[src/rtl/csr_snapshot_ctrl.sv]
// Snapshot sequencer for the metrics CSR read port: the core always wins the port,
// and the engine streams addresses 0..NUM_CTRS-1 out over a valid/ready interface.
module csr_snapshot_ctrl #(
    parameter int NUM_CTRS   = 4,
    parameter int PERIOD     = 0,
    parameter int DROP_CNT_W = 8
) (
    input  logic                  clk,
    input  logic                  rst,
    input  logic                  snap_req,
    input  logic                  core_rd_req,
    input  logic [3:0]            core_rd_addr,
    output logic [31:0]           core_rd_data,
    output logic [3:0]            csr_rd_addr,
    input  logic [31:0]           csr_rd_data,
    output logic                  out_valid,
    input  logic                  out_ready,
    output logic [31:0]           out_data,
    output logic [3:0]            out_idx,
    output logic                  out_last,
    output logic                  busy,
    output logic                  snap_dropped,
    output logic [DROP_CNT_W-1:0] drop_count
);

    localparam logic [3:0] LAST_IDX = 4'(NUM_CTRS - 1);

    typedef enum logic [1:0] {
        IDLE,
        READ,
        WAIT
    } state_t;

    state_t     state;
    state_t     state_next;
    logic [3:0] idx;
    logic       trig_t;
    logic       trigger;
    logic       drop;
    logic       load_word;
    logic       accept;

    // Free-running period timer; it keeps counting while a snapshot is in flight.
    if (PERIOD > 0) begin : g_timer
        localparam int TW = (PERIOD > 1) ? $clog2(PERIOD) : 1;
        localparam logic [TW-1:0] TIMER_MAX = TW'(PERIOD - 1);
        logic [TW-1:0] timer;

        always_ff @(posedge clk) begin
            if (rst) begin
                timer <= '0;
            end else if (timer == TIMER_MAX) begin
                timer <= '0;
            end else begin
                timer <= timer + TW'(1);
            end
        end

        assign trig_t = (timer == TIMER_MAX);
    end else begin : g_no_timer
        assign trig_t = 1'b0;
    end

    assign trigger      = snap_req | trig_t;
    assign drop         = trigger && (state != IDLE);
    assign busy         = (state != IDLE);
    assign core_rd_data = csr_rd_data;

    always_comb begin
        csr_rd_addr = 4'd0;
        if (core_rd_req) begin
            csr_rd_addr = core_rd_addr;
        end else if (state == READ) begin
            csr_rd_addr = idx;
        end
    end

    // NOTE: every output of this block is defaulted first so no path leaves a latch.
    always_comb begin
        state_next = state;
        load_word  = 1'b0;
        accept     = 1'b0;
        case (state)
            IDLE: begin
                if (trigger) begin
                    state_next = READ;
                end
            end
            READ: begin
                if (!core_rd_req) begin
                    load_word  = 1'b1;
                    state_next = WAIT;
                end
            end
            WAIT: begin
                // out_valid is always high in WAIT, so ready alone completes the handshake.
                if (out_ready) begin
                    accept     = 1'b1;
                    state_next = out_last ? IDLE : READ;
                end
            end
            default: state_next = IDLE;
        endcase
    end

    // NOTE: registers use non-blocking assignments so every flop samples pre-edge values.
    always_ff @(posedge clk) begin
        if (rst) begin
            state <= IDLE;
        end else begin
            state <= state_next;
        end
    end

    always_ff @(posedge clk) begin
        if (rst) begin
            idx          <= 4'd0;
            out_valid    <= 1'b0;
            out_data     <= 32'd0;
            out_idx      <= 4'd0;
            out_last     <= 1'b0;
            snap_dropped <= 1'b0;
            drop_count   <= '0;
        end else begin
            if ((state == IDLE) && trigger) begin
                idx <= 4'd0;
            end else if (accept && !out_last) begin
                idx <= idx + 4'd1;
            end

            if (load_word) begin
                out_valid <= 1'b1;
                out_data  <= csr_rd_data;
                out_idx   <= idx;
                out_last  <= (idx == LAST_IDX);
            end else if (accept) begin
                out_valid <= 1'b0;
            end

            snap_dropped <= drop;
            if (drop && (drop_count != '1)) begin
                drop_count <= drop_count + DROP_CNT_W'(1);
            end
        end
    end

endmodule

[config.mk]
export PLATFORM = sky130hd
export DESIGN_NAME = csr_snapshot_ctrl
export DESIGN_NICKNAME = d
export VERILOG_FILES = /design/src/rtl/csr_snapshot_ctrl.sv
export SDC_FILE = /design/constraint.sdc
export NUM_CORES = 1
export LEC_CHECK = 0
export ABC_CLOCK_PERIOD_IN_PS = 1550
export BUFFER_PORTS_ARGS = -buffer_cell sky130_fd_sc_hd__buf_2
export CORE_MARGIN = 2
export CORE_UTILIZATION = 44
export DETAILED_ROUTE_END_ITERATION = 16
export PLACE_DENSITY = 0.87
export RECOVER_POWER = 50
export SYNTH_ARGS = -nofsm -noshare
export SYNTH_HDL_FRONTEND = slang
export SYNTH_SLANG_ARGS = --single-unit
export TNS_END_PERCENT = 10
[constraint.sdc]
create_clock -name clk -period 1.55 [get_ports clk]
set_input_delay 0.31 -clock clk [delete_from_list [all_inputs] [get_ports clk]]
set_output_delay 0.31 -clock clk [all_outputs]
set_load 0.01 [all_outputs]
### Yosys cells after proc, flatten, opt, wreduce, memory -nomap -nowiden

Index checks and enable logic that the tools add are counted.

| word-level totals | value |
|---|---|
| logic and storage cells | 40 |
| memories | 0 |
| output and inout bits | 84 |
| ROM bits | 0 |
| register bits | 53 |
| latch bits | 0 |
| bits in writable memories | 0 |
| bits of input ports | 41 |

| operators by class | value |
|---|---|
| multiplexer cells | 13 |
| shift operators | 0 |
| multipliers | 0 |
| bitwise logic cells | 0 |
| equal/unequal tests | 7 |
| $lt $le $gt $ge | 0 |
| reduce and logical (&&, ||, !) cells | 10 |
| add/subtract/negate cells | 2 |
| divide/modulo/power cells | 0 |

Operators with widths:

| operator | number |
|---|---|
| 8-bit by 1-bit adder with 8-bit output, second input constant | 1 |
| 4-bit 2-to-1 mux | 2 |
| 8-bit inequality test, second input constant | 1 |
| 1-bit 2-to-1 mux | 7 |
| 2-bit 2-to-1 mux | 3 |
| 2-bit inequality test, second input constant | 3 |
| 2-bit one-hot mux with 3 select lines | 1 |
| 4-bit by 1-bit adder with 4-bit output, second input constant | 1 |
| 4-bit by 2-bit equality test with 1-bit output, second input constant | 1 |
| 1-bit logical AND | 4 |
| 2-bit nonzero test | 2 |
| 3-bit AND reduction | 1 |
| 2-bit by 1-bit equality test with 1-bit output, second input constant | 1 |
| 2-bit equality test, second input constant | 1 |
| 2-bit logical NOT | 1 |
| 2-bit OR reduction | 1 |
| 1-bit logical NOT | 1 |

### Logic depth before layout (Yosys ltp)

Gate-level depths: netlist of run 1.

| depth | value |
|---|---|
| depth in word-level cells | 4 |
| depth in mapped cells | 6 |
| depth with buffers taken out | 5 |

### Worst setup path after synthesis of run 1

OpenSTA, ideal clock, no wires.

| path | value |
|---|---|
| kind | reg-to-reg |
| start point | register drop_count[0] |
| end point | register drop_count[1] |
| setup slack | 131 ps |
| arrival time | 1291 ps |
| clock period less this slack | 1419 ps |
| path buffers | 0 |
| stages on the path, launching flop included | 6 |
| setup time | 128 ps |
| data required time | 1422 ps |
| cell sequence | dfxtp_1 ha_1 nand4_1 o21ai_0 mux2i_1 nor2_1 |

| between the ends | value |
|---|---|
| longest elaborated chain between the ends | 2 |
| elaborated cells between the ends (all ways) | 3 |
| those cells by class | add/sub: 1; eq/ne: 1; reduce/logical: 1 |

Ends and longest elaborated chain:

| element | RTL line | text |
|---|---|---|
| start, declared | 23 | `output logic [DROP_CNT_W-1:0] drop_count` |
| start signal, assigned | 142 | `drop_count <= drop_count + DROP_CNT_W'(1);` |
| branches (longest 2 deep; another with 8-bit by 1-bit adder with 8-bit output) | - |  |

Several ways; the timed one is not identified.
A chain may end at the register's enable or synchronous reset.

### Final worst setup path of run 1

| path | value |
|---|---|
| start point | register state[0] |
| end point | output port csr_rd_addr[1] |

| between the ends | value |
|---|---|
| longest elaborated chain between the ends | 3 |

Ends and longest elaborated chain:

| element | RTL line | text |
|---|---|---|
| start, declared | 34 | `state_t state;` |
| start signal, assigned | 111 | `state <= state_next;` |
| 2-bit by 1-bit equality test with 1-bit output | 73 | `end else if (state == READ) begin` |
| 4-bit 2-to-1 mux | 73 |  |
| 4-bit 2-to-1 mux | 71 | `if (core_rd_req) begin` |
| end, declared | 14 | `output logic [3:0] csr_rd_addr,` |

Every way passes these cells.

==> summary.md, run 1 <==
| Metric | Value |
|---|---|
| Unrepaired setup endpoints after global routing | true |
| Slew headroom | 80.97% |
| Total grt overflow | 0 |
| Leading cell type in the layout, fill and taps excluded | buf_2 |
| Area of the die | just under 0.006 mm^2 |
| Final nets | 428 |
| Residual DRC | 0 |
| YS warnings | 0 |
| CTS Root Cell | clkbuf_8 |
| Crit Path Max Fanout | 6 |
| Most frequent cells in the layout | 92 x buf_2, 82 x nand2_1, 51 x dfxtp_1 |
| Critical path type | reg2out |
| Die Y | 76.06 um |
| Clock Skews | 0.002998 ns |
| Antenna Diode Count | 0 |
| Syn Inst Count | approximately 290 |
| CTS tree | yes |
| Sequential-to-total area share from yosys stat | approximately 46% |
| Reg2Reg Setup Slack | 0.07 ns |
| R2r endpoint | state[1]$_SDFFE_PP0P_ |
| CP arrival | roughly 1.3 ns |
| Worst Setup End Kind | primary output |
| Synth-to-Final Area Change | 25.30% |
| Row cnt | 26 |
| Leak | 1.309 nW |
| VDD IR max | 0.4617 mV |
| Final Setup Violations | 4 |
| Slew @ Worst Pin | approximately 0.29 ns |
| R2r startpoint | state[0]$_SDFFE_PP0P_ |
| PwrDens | 912.1 mW/mm^2 |
| Failing checks | negative setup slack |
| Met3 Track Usage GR | approximately 4.3% |
| Vias per Instance | 4.705 |
| Critical Path Source Type | flop |
| First-pass iteration count of the detailed router | 4 |
| Pin count of the biggest net entering global routing | 38 |
| Setup slack at placement | between 0.07 and 0.08 ns |
| Dpl hpwl | between 3000 and 4000 um |
| Met1 Usage GRT | 18.08% |
| Distinct cells, synth | 28 |
| Status | finished with violations |
| Routability cong. | about 0.81 |
| CTS buffer count | 5 |
| Max-cap violations | 0 |
| Grt peak-use layer | met2 |
| Htree depth | 2 |
| CTS Hold Bufs | 0 |
| CP required | 1.24 ns |
| Post-Syn Nets | 329 |
| Starting Density | 45.02% |
| Design Power | 0.002611 W |
| # clock sinks | 53 |
| Crit path capture | csr_rd_addr[1] |
| Vias in the first global route | between 1500 and 2000 |
| #FFs+latches synth | 53 |
| Min-delay worst type | in2reg |
| Setup WS post-layout | -0.09091 ns |
| Worst Reg-to-Reg Cells | 7 |
| Clk_lat worst skew | between 0.2 and 0.3 ns |
| Chip width | 76.06 um |
| Vias | 2141 |
| PortBufs | 124 |
| Post-detailed-route count of antenna-violating nets | 0 |
| Mapped cell area | 0.002285 mm^2 |
| 1st-iter DRT viols | 74 |
| TNS Setup | -0.2614 ns |
| Met2 Use GR | about a third |
| GRT Total Usage | between 15 and 20% |
| Fmax | between 0.6 and 0.7 GHz |
| Fin crit share | 105.9% |
| Clk pin slew, worst setup/hold paths | around 0.09 ns |
| First-pass GRT wire length | 8114 um |
| Max Transition Viols Final | 0 |
| Ports | about 130 |
| Avg Cell Area, Syn | roughly 8 um^2 |
| Final Hold Fails | 0 |
| Final wirelength | 5189 um |
| Period minus WS final | about 1.6 ns |
| Core area | 0.005075 mm^2 |
| Layout cells sized above 1 | between 30% and 40% |
| Clock tree buffer depth | 2 |
| Avg WL per Cell | approximately 11 um |
| Initial antenna violation count | 0 |
| Setup crit start | state[0]$_SDFFE_PP0P_ |
| Fillers | 490 |
[logic make-up after synthesis]
logic type	count (synthesis)	synth area share, %
compound gates	52	12.65
xor+xnor	4	1.534
fa+ha+maj	2	1.095
buf+inv	48	13.96
flops	53	46.44
mux	4	1.753
simple gates	123	22.56
[worst min-delay path by stage]
stage | start | to | slack, ns | cells after the start
after detailed placement | out_data[9]$_SDFFE_PP0P_ | out_data[9]$_SDFFE_PP0P_ | 0.44 | 2
after global placement | out_data[24]$_SDFFE_PP0P_ | out_data[24]$_SDFFE_PP0P_ | 0.44 | 2
after floorplan | csr_rd_data[0] | out_data[0]$_SDFFE_PP0P_ | 0.45 | 2
final | csr_rd_data[12] | out_data[12]$_SDFFE_PP0P_ | 0.26 | 3
after global routing | csr_rd_data[9] | out_data[9]$_SDFFE_PP0P_ | 0.24 | 3
after CTS | csr_rd_data[12] | out_data[12]$_SDFFE_PP0P_ | 0.24 | 3
[metrics by stage]
stage / hold slack, ns / std cells / area, um^2 / util, %
6_report: 0.2569 / 455 / 2863 / 56.41
5_1_grt: 0.2358 / 455 / 2863 / 56.41
4_1_cts: 0.2400 / 453 / 2888 / 56.90
3_5_place_dp: 0.4435 / 442 / 2758 / 54.34
3_3_place_gp: 0.4397 / 442 / 2758 / 54.34
2_1_floorplan: 0.4460 / 286 / 2285 / -
[repair_timing]
item / 4_1_cts / 5_1_grt
setup endpoints to repair: 4 / 6
setup buffers: 4 / 2
pin swaps: 4 / 0
gates resized for setup: 7 / 1
[layer usage]
| metal | wire, um | up-vias |
|---|---|---|
| met1 | 2160 | 965 |
| li1 | - | 1098 |
| met5 | 0 | - |
| met2 | 2677 | 73 |
| met4 | 63 | 0 |
| met3 | 288 | 5 |
[Yosys cell counts, drive strengths merged]
cell	instances	area (um^2)
nand2	86	322.8
dfxtp	53	1061
a21oi	43	215.2
buf	41	292.8
nor2	17	63.81
clkbuf	6	22.52
nand2b	5	31.28
nor3	5	25.02
mux2i	4	40.04
nand3	3	15.01
xor2	3	26.28
and2b	2	15.01
and4	2	17.52
ha	2	25.02
nand4	2	12.51
o21ai	2	13.76
a211oi	1	12.51
a21o	1	7.510
a31o	1	8.760
and4bb	1	12.51
inv	1	3.750
o21a	1	7.510
o21bai	1	7.510
o22a	1	8.760
o31ai	1	7.510
xnor2	1	8.760
[flip-flops by register name, summed over array words and instances (netlist names)]
name	flops
out_data	32
drop_count	8
idx	4
out_idx	4
state	2
out_last	1
out_valid	1
snap_dropped	1
[power breakdown]
group	leakage, nW	internal (W)	switching [W]
combinational	0.834	0.000174	0.000235
clock	0.0443	0.000355	0.000406
sequential	0.431	0.00141	0.0000281
total	1.31	0.00194	0.000669
[area by class of cell]
cell class | instances | area [um^2] | area share (%)
clock buffers | 7 | 86.33 | 3.016
multi-input cells | 185 | 915.9 | 31.99
well taps | 70 | 87.58 | 3.059
inverters | 1 | 3.754 | 0.1311
flip-flops and latches | 53 | 1064 | 37.15
repair buffers | 139 | 705.7 | 24.65
[worst max-delay path: stages, from the launching register on]
cell and delay [ns]:
dfxtp_2 0.33, and2b_1 0.17, and2b_2 0.25, nand2_2 0.08, nand2_1 0.07, buf_2 0.14
No activity file was read; power rests on OpenSTA's default activity.
==> run 2: changes to the inputs <==
- GPL_TIMING_DRIVEN: unset -> 0
==> run 2 against run 1 <==
The run still ends with negative setup slack left. Count of clock-buffer cells in the layout unchanged. Final cell count increased by 8.1%. Die area unchanged. First-iteration DRC count decreased by 19%. Critical path depth increased by 1. Clock power increased by 24%. Highest routed layer unchanged.
==> summary.md, run 2 (synthesis gave the netlist of run 1 again) <==
| Metric | Value |
|---|---|
| Biggest register | out_data |
| Largest stage delay, worst path | 0.35 ns |
| Unrepaired setup endpoints after global routing | true |
| Setup slack at placement | -0.1151 ns |
| CTS Root Cell | clkbuf_8 |
| Max-cap violations | 0 |
| Final Hold Fails | 0 |
| Clk_lat worst skew | around 0.30 ns |
| Slew @ Worst Pin | between 0.5 and 0.6 ns |
| GRT Total Usage | 18.56% |
| Residual DRC | 0 |
| Dpl hpwl | 4171 um |
| Crit Path Max Fanout | 6 |
| Fmax | 0.5990 GHz |
| Critical path buffers and inverters | 2 |
| # clock sinks | 53 |
| Slew headroom | 62.07% |
| Most frequent cells in the layout | 81 x nand2_1, 70 x clkbuf_1, 62 x buf_2 |
| Fin area | between 0.003 and 0.004 mm^2 |
| Ports | 125 |
| Logic gate share of total power | 16.0% |
| Critical-path top delay cell | dfxtp_4 |
| Leak | 1.362 nW |
| Die Y | 76.06 um |
| Sequential cell area | 0.001066 mm^2 |
| Initial antenna violation count | 0 |
| Largest regs | out_data (32), drop_count (8) |
| First-pass iteration count of the detailed router | 4 |
| Vias in the first global route | 2053 |
| Htree depth | 2 |
| Clk pin slew, worst setup/hold paths | 0.09 ns |
| Placed inst area | roughly 0.003 mm^2 |
| Avg WL per Cell | 11.26 um |
| Critical-path cell list | and2b_1 -> and2b_1 -> buf_6 -> nand2_2 -> nand2_1 -> buf_2 |
| Final Setup Violations | 4 |
| Layout cells sized above 1 | 29.15% |
| Setup WS post-layout | -0.1195 ns |
| PortBufs | 123 |
| Routability cong. | 0.7778 |
| Final wirelength | about 5500 um |
| Chip width | 76.06 um |
| CP dominant cell by count | and2b_1 |
| Pin count of the biggest net entering global routing | 16 |
| Critical Path Source Type | flop |
| Fillers | 504 |
| Clock Skews | 0.006844 ns |
| TNS Setup | -0.4373 ns |
| Critical path's top delay family | simple AND/OR/NAND/NOR gates |
| Min-delay worst type | in2reg |
| PwrDens | between 900 and 1000 mW/mm^2 |
| Status | finished with violations |
| Fin crit share | 107.7% |
| Antenna Diode Count | 0 |
| Total net switching power | 0.0006911 W |
| Sequential share of power | between 50% and 60% |
| Period minus WS final | 1.670 ns |
| Area of the die | 0.005785 mm^2 |
| Synth-to-Final Area Change | 36.20% |
| Worst Setup End Kind | primary output |
| Failing checks | negative setup slack |
| Post-detailed-route count of antenna-violating nets | 0 |
| Vias | 2246 |
| Max Transition Viols Final | 0 |
| P_int | 0.002147 W |
| VDD IR max | around 0.47 mV |
| 1st-iter DRT viols | 60 |
| Area of the multi-input gates | 930.9 um^2 |
| Core area | approximately 0.0051 mm^2 |
| First-pass GRT wire length | 8956 um |
| Clock tree buffer depth | 2 |
| CP arrival | 1.36 ns |
| Starting Density | 45.02% |
| CTS tree | yes |
| CP required | 1.24 ns |
| Hold slack | between 0.2 and 0.25 ns |
| Clock share of power | 33.1% |
| Max reg flops | 32 |
| Critical path type | reg2out |
| Total grt overflow | 0 |
| CTS buffer count | 5 |
| Vias per Instance | 4.565 |
| Leading cell type in the layout, fill and taps excluded | nand2_1 |
| Final nets | about 460 |
| Net Sw Frac | 24.35% |
| Row cnt | 26 |
run 2: changes by cell type in the layout (fill, tap and decap cells not counted), sizes merged:
cell    delta
clkbuf    +39
buf        -3
bufinv     +1
run 2: power groups by stage:
stage	Clock, W	Combinational [W]	Sequential (W)
after CTS	0.000970	0.000478	0.00144
after detailed placement	0	0.000460	0.00147
after floorplan	0	0.000243	0.00150
after global routing	0.00103	0.000502	0.00145
after global placement	0	0.000451	0.00147
final	0.000940	0.000455	0.00144
run 2: what timing repair did:
action	in CTS	in global routing
setup buffers	6	0
hold buffers	0	0
setup endpoints to repair	4	11
pin swaps	1	1
gates resized for setup	10	7
run 2: worst register-to-register path, delay by kind of cell, from the launching register on:
kind | cells | cell delay (ns)
simple gates | 3 | 0.52
compound gates | 1 | 0.46
buf+inv | 1 | 0.15
flops | 1 | 0.35
run 2: cell type report:
class                      count  share of cell area (%)
inverter                       1                  0.1206
buffer                        46                   10.25
sequential                    53                   34.26
clock buffer                   7                   2.774
clock inverter                 1                  0.9650
timing repair buffer         129                   18.90
multi-input combinational    185                   29.92
tap                           70                   2.815
run 2: path summary, 6_finish.rpt:
| check | startpoint | to | slack, ns | cells after the start |
|---|---|---|---|---|
| worst min-delay path | csr_rd_data[0] | out_data[0]$_SDFFE_PP0P_ | 0.25 | 3 |
| worst max-delay path | state[0]$_SDFFE_PP0P_ | csr_rd_addr[0] | -0.12 | 6 |
| worst min register to register | out_data[19]$_SDFFE_PP0P_ | out_data[19]$_SDFFE_PP0P_ | 0.46 | 2 |
| worst max register to register | state[0]$_SDFFE_PP0P_ | drop_count[7]$_SDFFE_PP0P_ | 0.01 | 5 |
run 2: stage by stage:
step / std cells / total power [W] / util [%]
after floorplan: 286 / 0.001738 / -
after detailed placement: 479 / 0.001935 / 58.88
after CTS: 493 / 0.002889 / 62.65
after global routing: 492 / 0.002980 / 61.32
final: 492 / 0.002838 / 61.32
after global placement: 479 / 0.001923 / 58.88
run 2: layer usage:
metal	vias to the layer above	GRT usage [%]	wire (um)
li1	1170	-	-
met1	993	19.61	2300
met2	77	36.34	2848
met3	6	5.095	364
met4	0	4.182	25
met5	-	0	0
==> run 3: changes to the inputs <==
- CELL_PAD_IN_SITES_DETAIL_PLACEMENT: unset -> 1
- CELL_PAD_IN_SITES_GLOBAL_PLACEMENT: unset -> 1
- CORE_UTILIZATION: 44 -> 30
- PLACE_DENSITY: 0.87 -> 0.86
==> run 3 against run 2 <==
Fmax down 0.84%. Core utilization down 17 points. Clock skew down 0.0016 ns. The flow still finishes with violations (negative setup slack). Die area up 44%.
==> summary.md, run 3 (synthesis gave the netlist of run 1 again) <==
| Metric | Value |
|---|---|
| Fin crit share | 108.6% |
| CTS Root Cell | clkbuf_8 |
| First-pass GRT wire length | 11560 um |
| Clk pin slew, worst setup/hold paths | 0.09 ns |
| Routability cong. | 0.7793 |
| Period minus WS final | 1.684 ns |
| Max Transition Viols Final | 0 |
| Ports | 125 |
| Slew @ Worst Pin | 0.5575 ns |
| 1st-iter DRT viols | 44 |
| Worst Hold Launch | csr_rd_data[28] |
| Leading cell type in the layout, fill and taps excluded | nand2_1 |
| Logic gate share of total power | 16.8% |
| CTS tree | yes |
| Core Util, Final | around 44% |
| Leak | 1.442 nW |
| CP arrival | 1.37 ns |
| PwrDens | roughly 900 mW/mm^2 |
| Biggest register | out_data |
| Failing checks | negative setup slack |
| First-pass iteration count of the detailed router | 4 |
| Fmax | between 0.5 and 0.6 GHz |
| P_int | about 0.0022 W |
| Vias per Instance | 4.532 |
| Met3 Track Usage GR | under 10% |
| Crit Path Max Fanout | 6 |
| Setup crit start | state[0]$_SDFFE_PP0P_ |
| Dpl hpwl | 5427 um |
| Final Setup Violations | 4 |
| Layout cells sized above 1 | 32.55% |
| Htree depth | 2 |
| Max reg flops | 32 |
| Sequential share of power | 50.0% |
| Final wirelength | 7033 um |
| Total grt overflow | 0 |
| TNS Setup | -0.5181 ns |
| Vias in the first global route | 2490 |
| Largest regs | out_data (32), drop_count (8) |
| Antenna Diode Count | 0 |
| CP required | 1.24 ns |
| Clock Skews | 0.005251 ns |
| Core area | around 0.0073 mm^2 |
| Fin area | 0.003232 mm^2 |
| Inst Count DP | approximately 510 |
| Unrepaired setup endpoints after global routing | true |
| Max-cap violations | 0 |
| Met2 Use GR | 32.47% |
| Total net switching power | ~0.00073 W |
| Status | finished with violations |
| GRT Total Usage | 17.07% |
| Post-detailed-route count of antenna-violating nets | 0 |
| Slew headroom | a little over three fifths |
| Setup WS post-layout | -0.1337 ns |
| Synth-to-Final Area Change | 41.46% |
| VDD IR max | about 0.47 mV |
| Worst Reg-to-Reg Cells | 5 |
| R2r startpoint | state[0]$_SDFFE_PP0P_ |
| Post-Layout Cell Count | roughly 530 |
| Min-delay worst type | in2reg |
| Critical path type | reg2out |
| Pin count of the biggest net entering global routing | 16 |
| Row cnt | 31 |
| Grt peak-use layer | met2 |
| Residual DRC | 0 |
| Clk_lat worst skew | 0.30 ns |
| Met1 Usage GRT | 18.05% |
| Clock tree buffer depth | 2 |
| Avg WL per Cell | 13.37 um |
| Placed inst area | 0.003024 mm^2 |
| Initial antenna violation count | 0 |
| Chip width | 91.27 um |
| # clock sinks | 53 |
| CTS buffer count | 5 |
| Most frequent cells in the layout | 78 x nand2_1, 65 x buf_2, 64 x clkbuf_1 |
| Net Sw Frac | between 20% and 30% |
| Starting Density | 31.17% |
| PortBufs | 123 |
| Clock share of power | roughly a third |
| Hold Path Depth | 3 |
| Final Hold Fails | 0 |
| Final nets | approximately 470 |
| Setup slack at placement | -0.2131 ns |
| Vias | 2384 |
| Area of the die | 0.008329 mm^2 |
| Critical Path Source Type | flop |
| Die Y | 91.27 um |
| Worst Setup End Kind | primary output |
==> run 3: critical path: stages (launching register included) <==
cell	delay (ns)
dfxtp_4	0.35
and2b_1	0.16
and2b_1	0.18
buf_6	0.15
nand2_4	0.07
nand2_2	0.05
buf_6	0.11
==> run 3: cell type report <==
class                      count  area (um^2)
timing repair buffer         134        651.9
fill                         981         4099
tap                           99        123.9
buffer                        46        319.1
clock buffer                   7        86.33
multi-input combinational    185        948.4
sequential                    53         1069
clock inverter                 1        30.03
inverter                       1        3.754
==> run 3: repair_timing <==
action                                  CTS  global route
pin swaps                                 0             2
endpoints found under the setup margin    6            26
resized for setup                        11            17
hold buffers                              0             0
buffers inserted                          6             5
==> run 3: final timing paths <==
path / to / slack, ns
worst max-delay path: csr_rd_addr[3] / -0.13
worst min register to register: out_data[16]$_SDFFE_PP0P_ / 0.46
worst max register to register: drop_count[7]$_SDFFE_PP0P_ / 0.06
worst min-delay path: out_data[28]$_SDFFE_PP0P_ / 0.25
==> run 3: power by group through the flow <==
stage	clock, W	combinational (W)	sequential (W)
global route	0.00104	0.000541	0.00145
detailed placement	0	0.000481	0.00148
CTS	0.000996	0.000502	0.00144
finish	0.000960	0.000486	0.00145
global placement	0	0.000463	0.00147
floorplan	0	0.000243	0.00150
==> run 3: metrics by stage <==
stage | total power, W | hold slack [ns]
global route | 0.003035 | 0.2502
finish | 0.002893 | 0.2494
CTS | 0.002938 | 0.2355
floorplan | 0.001738 | 0.4460
global placement | 0.001935 | 0.4386
detailed placement | 0.001956 | 0.4435
==> run 3: routing by layer <==
layer	part of all wire [%]	vias up	wire length (um)
li1	-	1175	-
met1	40	1120	2806
met2	52	76	3677
met3	5.9	13	417
met4	1.9	0	132
met5	0	-	0
